===== config.mk =====
export PLATFORM = sky130hd
export DESIGN_NAME = alarm_sequencer
export DESIGN_NICKNAME = d
export VERILOG_FILES = /design/src/rtl/alarm_sequencer_pkg.sv /design/src/rtl/alarm_sequencer_time_word_check.sv /design/src/rtl/alarm_sequencer.sv
export SDC_FILE = /design/constraint.sdc
export NUM_CORES = 1
export LEC_CHECK = 0
export BUFFER_PORTS_ARGS = -buffer_cell sky130_fd_sc_hd__buf_2
export CORE_MARGIN = 2
export CORE_UTILIZATION = 45
export DETAILED_ROUTE_END_ITERATION = 8
export PLACE_DENSITY = 0.82
export RECOVER_POWER = 50
export SYNTH_ARGS = -nofsm -noshare
export SYNTH_HDL_FRONTEND = slang
export SYNTH_HIERARCHICAL = 1
export SYNTH_SLANG_ARGS = --single-unit

===== constraint.sdc =====
create_clock -name Clk -period 2 [get_ports Clk]
set_input_delay 0.3 -clock Clk [delete_from_list [all_inputs] [get_ports Clk]]
set_output_delay 0.3 -clock Clk [all_outputs]
set_load 0.005 [all_outputs]

===== src/rtl/alarm_sequencer_pkg.sv =====
// Shared definitions for the alarm sequencer: FSM encodings and the packed
// 15-bit time word layout with its per-field limits.
package alarm_sequencer_pkg;

  typedef enum logic [2:0] {
    IDLE      = 3'd0,
    SET_TIME  = 3'd1,
    SET_ALARM = 3'd2,
    RINGING   = 3'd3,
    SNOOZE    = 3'd4
  } state_t;

  localparam int unsigned MU_LO = 0;
  localparam int unsigned MU_HI = 3;
  localparam int unsigned MT_LO = 4;
  localparam int unsigned MT_HI = 6;
  localparam int unsigned HR_LO = 7;
  localparam int unsigned HR_HI = 11;
  localparam int unsigned DY_LO = 12;
  localparam int unsigned DY_HI = 14;

  localparam logic [3:0] MU_MAX = 4'd9;
  localparam logic [2:0] MT_MAX = 3'd5;
  localparam logic [4:0] HR_MAX = 5'd23;
  localparam logic [2:0] DY_MAX = 3'd6;

endpackage


===== src/rtl/alarm_sequencer_time_word_check.sv =====
// Combinational range check of a packed time word; also usable by the
// display/entry logic.
module alarm_sequencer_time_word_check
  import alarm_sequencer_pkg::*;
(
  input  logic [14:0] word,
  output logic        valid
);

  assign valid = (word[MU_HI:MU_LO] <= MU_MAX) &&
                 (word[MT_HI:MT_LO] <= MT_MAX) &&
                 (word[HR_HI:HR_LO] <= HR_MAX) &&
                 (word[DY_HI:DY_LO] <= DY_MAX);

endmodule


===== src/rtl/alarm_sequencer.sv =====
// Control FSM for the current-time counter chain: time/alarm entry, alarm
// match, ringing with snooze and auto-off.
module alarm_sequencer
  import alarm_sequencer_pkg::*;
#(
  parameter int unsigned SNOOZE_MIN = 5,
  parameter int unsigned RING_MIN   = 10
) (
  input  logic        Clk,
  input  logic        Clr,
  input  logic [14:0] CTO,
  input  logic [14:0] SET_VAL,
  input  logic [6:0]  DAY_EN,
  input  logic        ALARM_ARM,
  input  logic        KEY_TIME_SET,
  input  logic        KEY_ALARM_SET,
  input  logic        KEY_SNOOZE,
  input  logic        KEY_OFF,
  output logic        LD_CT,
  output logic        EN_CT,
  output logic [14:0] CTI,
  output logic [14:0] AT,
  output logic        ALARM_OUT,
  output logic        ERR,
  output logic [2:0]  STATE
);

  localparam logic [3:0] SNOOZE_LOAD = 4'(SNOOZE_MIN);
  localparam logic [3:0] RING_LOAD   = 4'(RING_MIN);

  state_t     state, state_n;
  logic [3:0] keys, key_q, key_edge;
  logic [3:0] ctq;
  logic       ld_q;
  logic       match, match_q, trigger, tick, any_key;
  logic [7:0] day_mask;
  logic [3:0] ring_cnt, ring_n, snz_cnt, snz_n;
  logic       ld_n, err_n, at_ld;
  logic       set_ok;

  alarm_sequencer_time_word_check u_check (
    .word  (SET_VAL),
    .valid (set_ok)
  );

  assign keys     = {KEY_OFF, KEY_SNOOZE, KEY_ALARM_SET, KEY_TIME_SET};
  assign key_edge = keys & ~key_q;
  assign any_key  = |key_edge;

  // Day 7 is not a valid day; pad the mask so it never matches.
  assign day_mask = {1'b0, DAY_EN};
  assign match    = (CTO[11:0] == AT[11:0]) && day_mask[CTO[DY_HI:DY_LO]] && ALARM_ARM;
  assign trigger  = match && !match_q;

  // The datapath output changes one cycle after a load; that step is not a minute.
  assign tick = (CTO[MU_HI:MU_LO] != ctq) && !ld_q;

  always_comb begin
    state_n = state;
    ring_n  = ring_cnt;
    snz_n   = snz_cnt;
    ld_n    = 1'b0;
    err_n   = 1'b0;
    at_ld   = 1'b0;
    case (state)
      IDLE: begin
        if (trigger) begin
          state_n = RINGING;
          ring_n  = RING_LOAD;
        end else if (key_edge[0]) begin
          state_n = SET_TIME;
        end else if (key_edge[1]) begin
          state_n = SET_ALARM;
        end
      end
      SET_TIME: begin
        if (key_edge[0]) begin
          ld_n    = set_ok;
          err_n   = !set_ok;
          state_n = IDLE;
        end else if (key_edge[3]) begin
          state_n = IDLE;
        end
      end
      SET_ALARM: begin
        if (key_edge[1]) begin
          at_ld   = set_ok;
          err_n   = !set_ok;
          state_n = IDLE;
        end else if (key_edge[3]) begin
          state_n = IDLE;
        end
      end
      RINGING: begin
        if (key_edge[3] || !ALARM_ARM) begin
          state_n = IDLE;
        end else if (key_edge[2]) begin
          state_n = SNOOZE;
          snz_n   = SNOOZE_LOAD;
        end else if (tick && !any_key) begin
          if (ring_cnt <= 4'd1) begin
            ring_n  = '0;
            state_n = IDLE;
          end else begin
            ring_n = ring_cnt - 4'd1;
          end
        end
      end
      SNOOZE: begin
        if (key_edge[3] || !ALARM_ARM) begin
          state_n = IDLE;
        end else if (tick && !any_key) begin
          if (snz_cnt <= 4'd1) begin
            snz_n   = '0;
            state_n = RINGING;
            ring_n  = RING_LOAD;
          end else begin
            snz_n = snz_cnt - 4'd1;
          end
        end
      end
      default: state_n = IDLE;
    endcase
  end

  always_ff @(posedge Clk) begin
    if (Clr) begin
      state     <= IDLE;
      key_q     <= '0;
      ctq       <= '0;
      ld_q      <= 1'b0;
      match_q   <= 1'b0;
      ring_cnt  <= '0;
      snz_cnt   <= '0;
      LD_CT     <= 1'b0;
      EN_CT     <= 1'b0;
      CTI       <= '0;
      AT        <= '0;
      ALARM_OUT <= 1'b0;
      ERR       <= 1'b0;
    end else begin
      state     <= state_n;
      key_q     <= keys;
      ctq       <= CTO[MU_HI:MU_LO];
      ld_q      <= LD_CT;
      match_q   <= match;
      ring_cnt  <= ring_n;
      snz_cnt   <= snz_n;
      LD_CT     <= ld_n;
      EN_CT     <= (state_n != SET_TIME);
      ALARM_OUT <= (state_n == RINGING);
      ERR       <= err_n;
      if (state == SET_TIME) CTI <= SET_VAL;
      if (at_ld) AT <= SET_VAL;
    end
  end

  assign STATE = state;

endmodule


==> implementation parameters, run 1 <==
Parameter                              Value

Critical path
  Worst-path cell with the longest stage delay ... or4_4
  Arrival time at the worst endpoint ... ~2.2 ns
  Number of buffers and inverters on the critical path ... 1
  CP Launch Type ... flop
  Crit path max-delay family ... simple AND/OR/NAND/NOR gates
  Highest fanout seen on the critical path ... 5
  Crit Path Category ... flop to flop
  Cells along the critical path ... inv_4, ha_4, nor2_2, o31ai_2, nand2_1, or3_4, or4_4, o22ai_2
  Reg2reg start ... snz_cnt[0]$_SDFFE_PP0P_
  Launching element of the worst setup path ... snz_cnt[0]$_SDFFE_PP0P_
  Crit path capture type ... flop
  Slowest Stage Delay on Critical Path ... 0.44 ns
  Endpoint required time on the critical path ... 2.24 ns

Power and ir drop
  Reported net switching power ... 556 uW
  Static Leak ... 0.00149 uW
  Power density over the cells ... around 700 nW/um2
  Portion of total power attributed to the clock network ... a little under two fifths
  Int Pwr ... 1760 uW
  Power share of the combinational group ... 12.1%
  Worst voltage drop across the vdd grid ... 0.410 mV
  Sequential group share of total power ... about half
  Final total power ... 2310 uW
  Switching share of power ... 24.0%

Floorplan
  Number of primary I/O pins ... roughly 80
  Die width ... 78.9 um
  Chip height ... 78.9 um
  Number of standard-cell rows in the floorplan ... 27
  Starting density of the core ... between 40 and 50%
  Die footprint ... 6230 um2
  Std-Cell Core Area ... 5470 um2

Synthesis
  Combined area of all synthesized cells ... 2520 um2
  Number of enable flip-flop cells after synthesis ... 0
  Distinct cell type count after synthesis ... 51
  Mapped Cells ... roughly 290
  Fraction of registers with async set/reset ... 0%
  Net count of the mapped netlist ... 337
  Average instance area after synthesis ... 8.74 um2
  Synth Register Bits ... 55
  Synth Flop Type ... dfxtp_1
  Sequential area share after synthesis ... 43.6%
  Number of synthesis warnings ... 6

Global route
  Aggregate global-route resource usage ... 21.3%
  Initial antenna violation count ... 0
  Vias in the first global route ... about 2300
  Maximum number of pins on one net before global-route repair ... 39
  First-pass GRT wire length ... between 10000 and 15000 um
  Gr ovfl total ... 0

Timing
  Time the final worst path needs with I/O delays and setup ... 1.95 ns
  Slew HR ... a little over two fifths
  Worst Max-Slew Pin Slew ... 0.842 ns
  Hold Fails Final Rpt ... 0
  Setup violators final ... 0
  Setup WS post-layout ... 0.0468 ns
  Final worst path period share ... ~98%
  Skew final ... 0.00683 ns
  Max Clk Rate ... approximately 0.5 GHz
  Number of pins with negative max-slew slack in the final report ... 0

Clocking
  Level count of the clock H-tree ... 2
  CTS clock-pin slew for the worst setup and hold paths ... 0.10 ns
  Number of buffers on the longest clock path ... 2
  TritonCTS clock tree ... built
  Total clock buffers created by CTS ... 5
  Root buffer selected by CTS ... clkbuf_8
  Clock insertion delay at the later pin of the skew report ... just over 0.3 ns
  Clock sink count ... 55

Routing
  Post-detailed-routing wire length ... between 6000 and 7000 um
  Drt pass-1 iters ... 4
  Total via count after detailed routing ... between 2000 and 2500
  Post-route ant nets ... 0
  Number of DRC markers after the initial detailed-route iteration ... between 100 and 150
  Vias/cell ... 5.30
  Total DRC errors in the routed layout ... 0
  Routed len/inst ... between 10 and 15 um

Cells and area
  Final instance area ... 3340 um2
  Number of standard cells in the final layout excluding fillers ... 454
  Final-layout fill cell count ... about 480
  Area delta synth->final ... 32.2%
  Area taken by multi-input logic gates ... around 1500 um2
  Number of nets in the final layout ... 429
  Layout cells sized above 1 ... 32.5%
  Register cell area after layout ... 1110 um2
  Diodes inserted ... 0

Placement
  Placed instance area ... between 3000 and 4000 um2
  Number of I/O port buffers ... 80
  Worst slack at placement ... -0.0299 ns
  Detailed Place HPWL ... 4690 um
  Placer's final routability congestion estimate ... 0.875
  Cells after DPL ... about 440

Min path
  Launch point of the worst hold path ... KEY_OFF
  Hold Crit Class ... input port to flop

Status
  Outcome ... completed

Job
  Max-cap check violation count ... 0
## logic make-up after synthesis
family,count (synthesis),share of synthesized area [%]
AOI/OAI and AO/OA,49,11.9
xor gates and xnor gates,16,5.55
adders and majority gates,4,1.98
buffers and inverters,18,2.73
DFF,55,43.6
muxes,19,8.03
and+or+nand+nor,128,26.2
## through the flow
stage / TNS (ns) / hold WS, ns / util (%)
after floorplan: 0 / 0.428 / -
final: 0 / 0.205 / 61.0
after global placement: 0 / 0.440 / 56.2
after global routing: -0.175 / 0.201 / 61.0
after CTS: 0 / 0.205 / 58.9
after detailed placement: -0.0690 / 0.443 / 56.2
## what timing repair did
action | 4_1_cts | 5_1_grt
hold buffers | 0 | 0
pin swaps | 0 | 9
setup buffers | 0 | 2
resized for setup | 1 | 31
setup endpoints to repair | 1 | 8
## per-layer routing
| layer | vias to the layer above | global-route usage [%] | share of wire, % | wire length (um) |
|---|---|---|---|---|
| met5 | - | 0 | 0 | 0 |
| met4 | 0 | 8.97 | 3.6 | 235 |
| met3 | 23 | 6.02 | 6.9 | 453 |
| met2 | 81 | 35.9 | 49 | 3210 |
| met1 | 1116 | 25.4 | 41 | 2690 |
| li1 | 1187 | - | - | - |
## flip-flops by register name, indices dropped and copies added, names as in the netlist
register,count
AT,15
CTI,15
ctq,4
key_q,4
ring_cnt,4
snz_cnt,4
STATE,3
ALARM_OUT,1
EN_CT,1
ERR,1
LD_CT,1
ld_q,1
match_q,1
## power groups by stage
stage	clock network [uW]	logic [uW]	registers (uW)
finish	890	279	1140
detailed placement	0	269	1170
floorplan	0	136	1170
global placement	0	263	1170
global route	951	311	1150
CTS	905	272	1150
## cell usage in the layout (no fill, tap or decap), types with 10 or more instances in the layout
cell type and instances:
dfxtp_1 50, clkbuf_1 15, nor2_1 26, mux2i_1 18, buf_4 16, buf_2 65, nand2_1 40, a21oi_1 23
xor2_1 10, nor2b_1 13
## cell usage after synthesis, types with 2 or more instances
cell type,count,area (um2)
mux2i_1,18,180
nor2_1,27,101
xor2_1,12,105
nand4_1,3,18.8
o21ai_1,2,10.0
ha_1,4,50.1
or2_2,2,12.5
a311oi_1,2,17.5
clkbuf_1,10,37.5
dfxtp_1,55,1100
nor3_1,6,30.0
o21ai_0,5,25.0
xnor2_1,4,35.0
o32ai_1,2,17.5
a21oi_1,25,125
nor2b_1,13,81.3
nand2_1,42,158
and3_1,3,18.8
a211oi_1,2,15.0
inv_1,7,26.3
nand3_1,6,30.0
nor4_1,5,31.3
nand2b_1,6,37.5
## area by class of cell
cell class                      instances  share of cell area (%)
Sequential cell                        55                    33.2
Inverter                                7                   0.937
Clock inverter                          3                    2.14
Clock buffer                            5                    2.06
Timing Repair Buffer                   96                    15.0
Multi-Input combinational cell        216                    43.9
Tap cell                               72                    2.70
## worst paths after layout
| kind | end | slack, ns | depth (start not counted) |
|---|---|---|---|
| max reg2reg | ring_cnt[0]$_SDFFE_PP0P_ | 0.05 | 8 |
| min reg2reg | CTI[14]$_SDFFE_PP0P_ | 0.46 | 2 |
| min | key_q[3]$_SDFF_PP0_ | 0.21 | 2 |
| max | ring_cnt[0]$_SDFFE_PP0P_ | 0.05 | 8 |
Note: power is estimated with default switching activity, not from simulation.
==> inputs of run 2 (changes only) <==
--- a/config.mk
+++ b/config.mk
@@ -9,7 +9,7 @@
 export CORE_MARGIN = 2
 export CORE_UTILIZATION = 45
 export DETAILED_ROUTE_END_ITERATION = 8
-export PLACE_DENSITY = 0.82
+export PLACE_DENSITY_LB_ADDON = 0.2
 export RECOVER_POWER = 50
 export SYNTH_ARGS = -nofsm -noshare
 export SYNTH_HDL_FRONTEND = slang
==> implementation parameters, run 2 (synthesized netlist as in run 1, its figures left out) <==
Parameter                              Value

Timing
  Setup TNS ... 0 ns (unchanged)
  RSZ-0062 raised after global routing ... yes
  Setup violators final ... 0 (unchanged)
  Final worst path period share ... 96.3% (was 97.7%)
  Hold Fails Final Rpt ... 0 (unchanged)
  Slew HR ... 55.2% (was 43.9%)
  Skew final ... 0.0101 ns (was 0.00683 ns)
  Worst Max-Slew Pin Slew ... 0.672 ns (was 0.842 ns)
  Number of pins with negative max-slew slack in the final report ... 0 (unchanged)
  Time the final worst path needs with I/O delays and setup ... 1.93 ns (was 1.95 ns)
  Max Clk Rate ... 0.519 GHz (was 0.512 GHz)

Floorplan
  Starting density of the core ... 46.1% (unchanged)
  Std-Cell Core Area ... 5470 um2 (unchanged)
  Number of primary I/O pins ... 81 (unchanged)
  Chip height ... 78.9 um (unchanged)
  Number of standard-cell rows in the floorplan ... 27 (unchanged)
  Die footprint ... 6230 um2 (unchanged)
  Die width ... 78.9 um (unchanged)

Cells and area
  Most common cell after layout, fill and taps aside ... buf_2 (unchanged)
  Layout cells sized above 1 ... 31.5% (was 32.5%)
  Number of standard cells in the final layout excluding fillers ... 462 (was 454)
  Number of nets in the final layout ... 437 (was 429)
  Diodes inserted ... 0 (unchanged)
  Area delta synth->final ... 31.4% (was 32.2%)
  Top Registers ... AT x15, CTI x15 (unchanged)
  Leading cell types in the layout, fill and taps excluded ... buf_2 (67), dfxtp_1 (53), nand2_1 (41), nor2_1 (26), a21oi_1 (24) (was buf_2 (65), dfxtp_1 (50), nand2_1 (40), nor2_1 (26), a21oi_1 (23))
  Final-layout fill cell count ... 532 (was 481)
  Final core utilization ... 60.6% (was 61.0%)

Placement
  Placer's final routability congestion estimate ... 0.887 (was 0.875)
  Cells after DPL ... 453 (was 444)
  Number of I/O port buffers ... 80 (unchanged)
  Detailed Place HPWL ... 4770 um (was 4690 um)

Clocking
  Number of buffers on the longest clock path ... 2 (unchanged)
  Root buffer selected by CTS ... clkbuf_8 (unchanged)
  Level count of the clock H-tree ... 2 (unchanged)
  TritonCTS clock tree ... built (unchanged)
  Clock insertion delay at the later pin of the skew report ... 0.31 ns (about the same)
  Clock sink count ... 55 (unchanged)
  CTS clock-pin slew for the worst setup and hold paths ... 0.09 ns (was 0.10 ns)
  Cts-stage hold buffer count ... 0 (unchanged)
  Total clock buffers created by CTS ... 5 (unchanged)

Routing
  Total DRC errors in the routed layout ... 0 (unchanged)
  Number of DRC markers after the initial detailed-route iteration ... 121 (was 147)
  Routed len/inst ... 14.1 um (was 14.5 um)
  Total via count after detailed routing ... 2361 (was 2407)
  Vias/cell ... 5.11 (was 5.30)
  Post-detailed-routing wire length ... 6490 um (was 6590 um)
  Post-route ant nets ... 0 (unchanged)
  Drt pass-1 iters ... 4 (unchanged)

Power and ir drop
  Static Leak ... 0.00152 uW (was 0.00149 uW)
  Power density over the cells ... 656 nW/um2 (was 693 nW/um2)
  Final total power ... 2180 uW (was 2310 uW)
  Worst voltage drop across the vdd grid ... 0.407 mV (was 0.410 mV)

Min path
  Hold Crit Class ... input port to flop (unchanged)
  Destination of the worst hold path ... key_q[3]$_SDFF_PP0_ (unchanged)
  Cell depth of the worst min-delay path ... 2 (unchanged)
  Launch point of the worst hold path ... KEY_OFF (unchanged)

Critical path
  CP Launch Type ... flop (unchanged)
  Minimum setup slack among reg-to-reg paths ... 0.07 ns (was 0.05 ns)
  Critical register-to-register path endpoint ... ring_cnt[0]$_SDFFE_PP0P_ (unchanged)
  Endpoint required time on the critical path ... 2.24 ns (about the same)
  Reg2reg start ... snz_cnt[1]$_SDFFE_PP0P_ (was snz_cnt[0]$_SDFFE_PP0P_)
  Crit Path Category ... flop to flop (unchanged)
  Arrival time at the worst endpoint ... 2.17 ns (was 2.20 ns)
  Highest fanout seen on the critical path ... 3 (was 5)
  Crit path capture type ... flop (unchanged)
  Worst reg-to-reg path cell count ... 8 (unchanged)

Job
  Max-cap check violation count ... 0 (unchanged)

Status
  Outcome ... completed (unchanged)

Global route
  Gr ovfl total ... 0 (unchanged)
  Initial antenna violation count ... 0 (unchanged)
  Maximum number of pins on one net before global-route repair ... 24 (was 39)
  First-pass GRT wire length ... 10400 um (was 10600 um)
  Aggregate global-route resource usage ... 21.1% (was 21.3%)
  Vias in the first global route ... 2217 (was 2304)
-- run 2: cell types whose count changed in the layout (fill, tap and decap cells not counted), moves of 2 or more --
cell,change
inv_4,-2
xor2_1,+2
dfxtp_2,-2
inv_2,+2
xor2_2,-2
buf_2,+2
buf_4,+6
dfxtp_1,+3
-- run 2: worst max-delay path: stages, from the launching register on --
cell and delay (ns):
dfxtp_2 0.34, inv_2 0.09, ha_4 0.14, nor2_2 0.04, o31ai_2 0.23, nand2_1 0.09
or3_4 0.33, or4_4 0.44, o22ai_2 0.14
-- run 2: area by class of cell --
| class | instances | area [um2] | share of cell area [%] |
|---|---|---|---|
| clock buffers | 6 | 72.6 | 2.19 |
| flip-flops and latches | 55 | 1100 | 33.3 |
| repair buffers | 104 | 558 | 16.8 |
| well taps | 72 | 90.1 | 2.72 |
| multi-input cells | 216 | 1430 | 43.0 |
| inverters | 7 | 26.3 | 0.792 |
| clock inverters | 2 | 38.8 | 1.17 |
-- run 2: repair_timing --
item	CTS	global route
resized for setup	0	18
endpoints found under the setup margin	0	8
setup buffers	0	1
-- run 2: metal layers --
metal / GRT usage (%) / part of all wire [%]
met3: 4.77 / 6.0
met4: 7.41 / 1.0
met5: 0 / 0
met2: 33.0 / 47
met1: 28.8 / 46
-- run 2: power by group --
part | internal (uW) | switching [uW] | leakage [uW]
combinational | 124 | 154 | 0.00101
clock | 379 | 373 | 0.0000558
sequential | 1130 | 18.1 | 0.000448
total | 1630 | 545 | 0.00152
-- run 2: per-stage QoR --
step	worst slack, ns	hold WS [ns]	area (um2)
global placement	0.0236	0.441	3150
CTS	0.00422	0.215	3260
global route	-0.0249	0.206	3320
detailed placement	0.00888	0.445	3150
floorplan	0.0156	0.428	2520
finish	0.0731	0.220	3320
-- run 2: worst max-delay path by stage --
stage | start | to | slack (ns)
2_1_floorplan | snz_cnt[0]$_SDFFE_PP0P_ | ring_cnt[0]$_SDFFE_PP0P_ | 0.02
3_3_place_gp | CTO[0] | ring_cnt[2]$_SDFFE_PP0P_ | 0.02
3_5_place_dp | CTO[0] | ring_cnt[1]$_SDFFE_PP0P_ | 0.009
4_1_cts | snz_cnt[1]$_SDFFE_PP0P_ | ring_cnt[0]$_SDFFE_PP0P_ | 0.004
5_1_grt | snz_cnt[1]$_SDFFE_PP0P_ | ring_cnt[0]$_SDFFE_PP0P_ | -0.02
6_report | snz_cnt[1]$_SDFFE_PP0P_ | ring_cnt[0]$_SDFFE_PP0P_ | 0.07
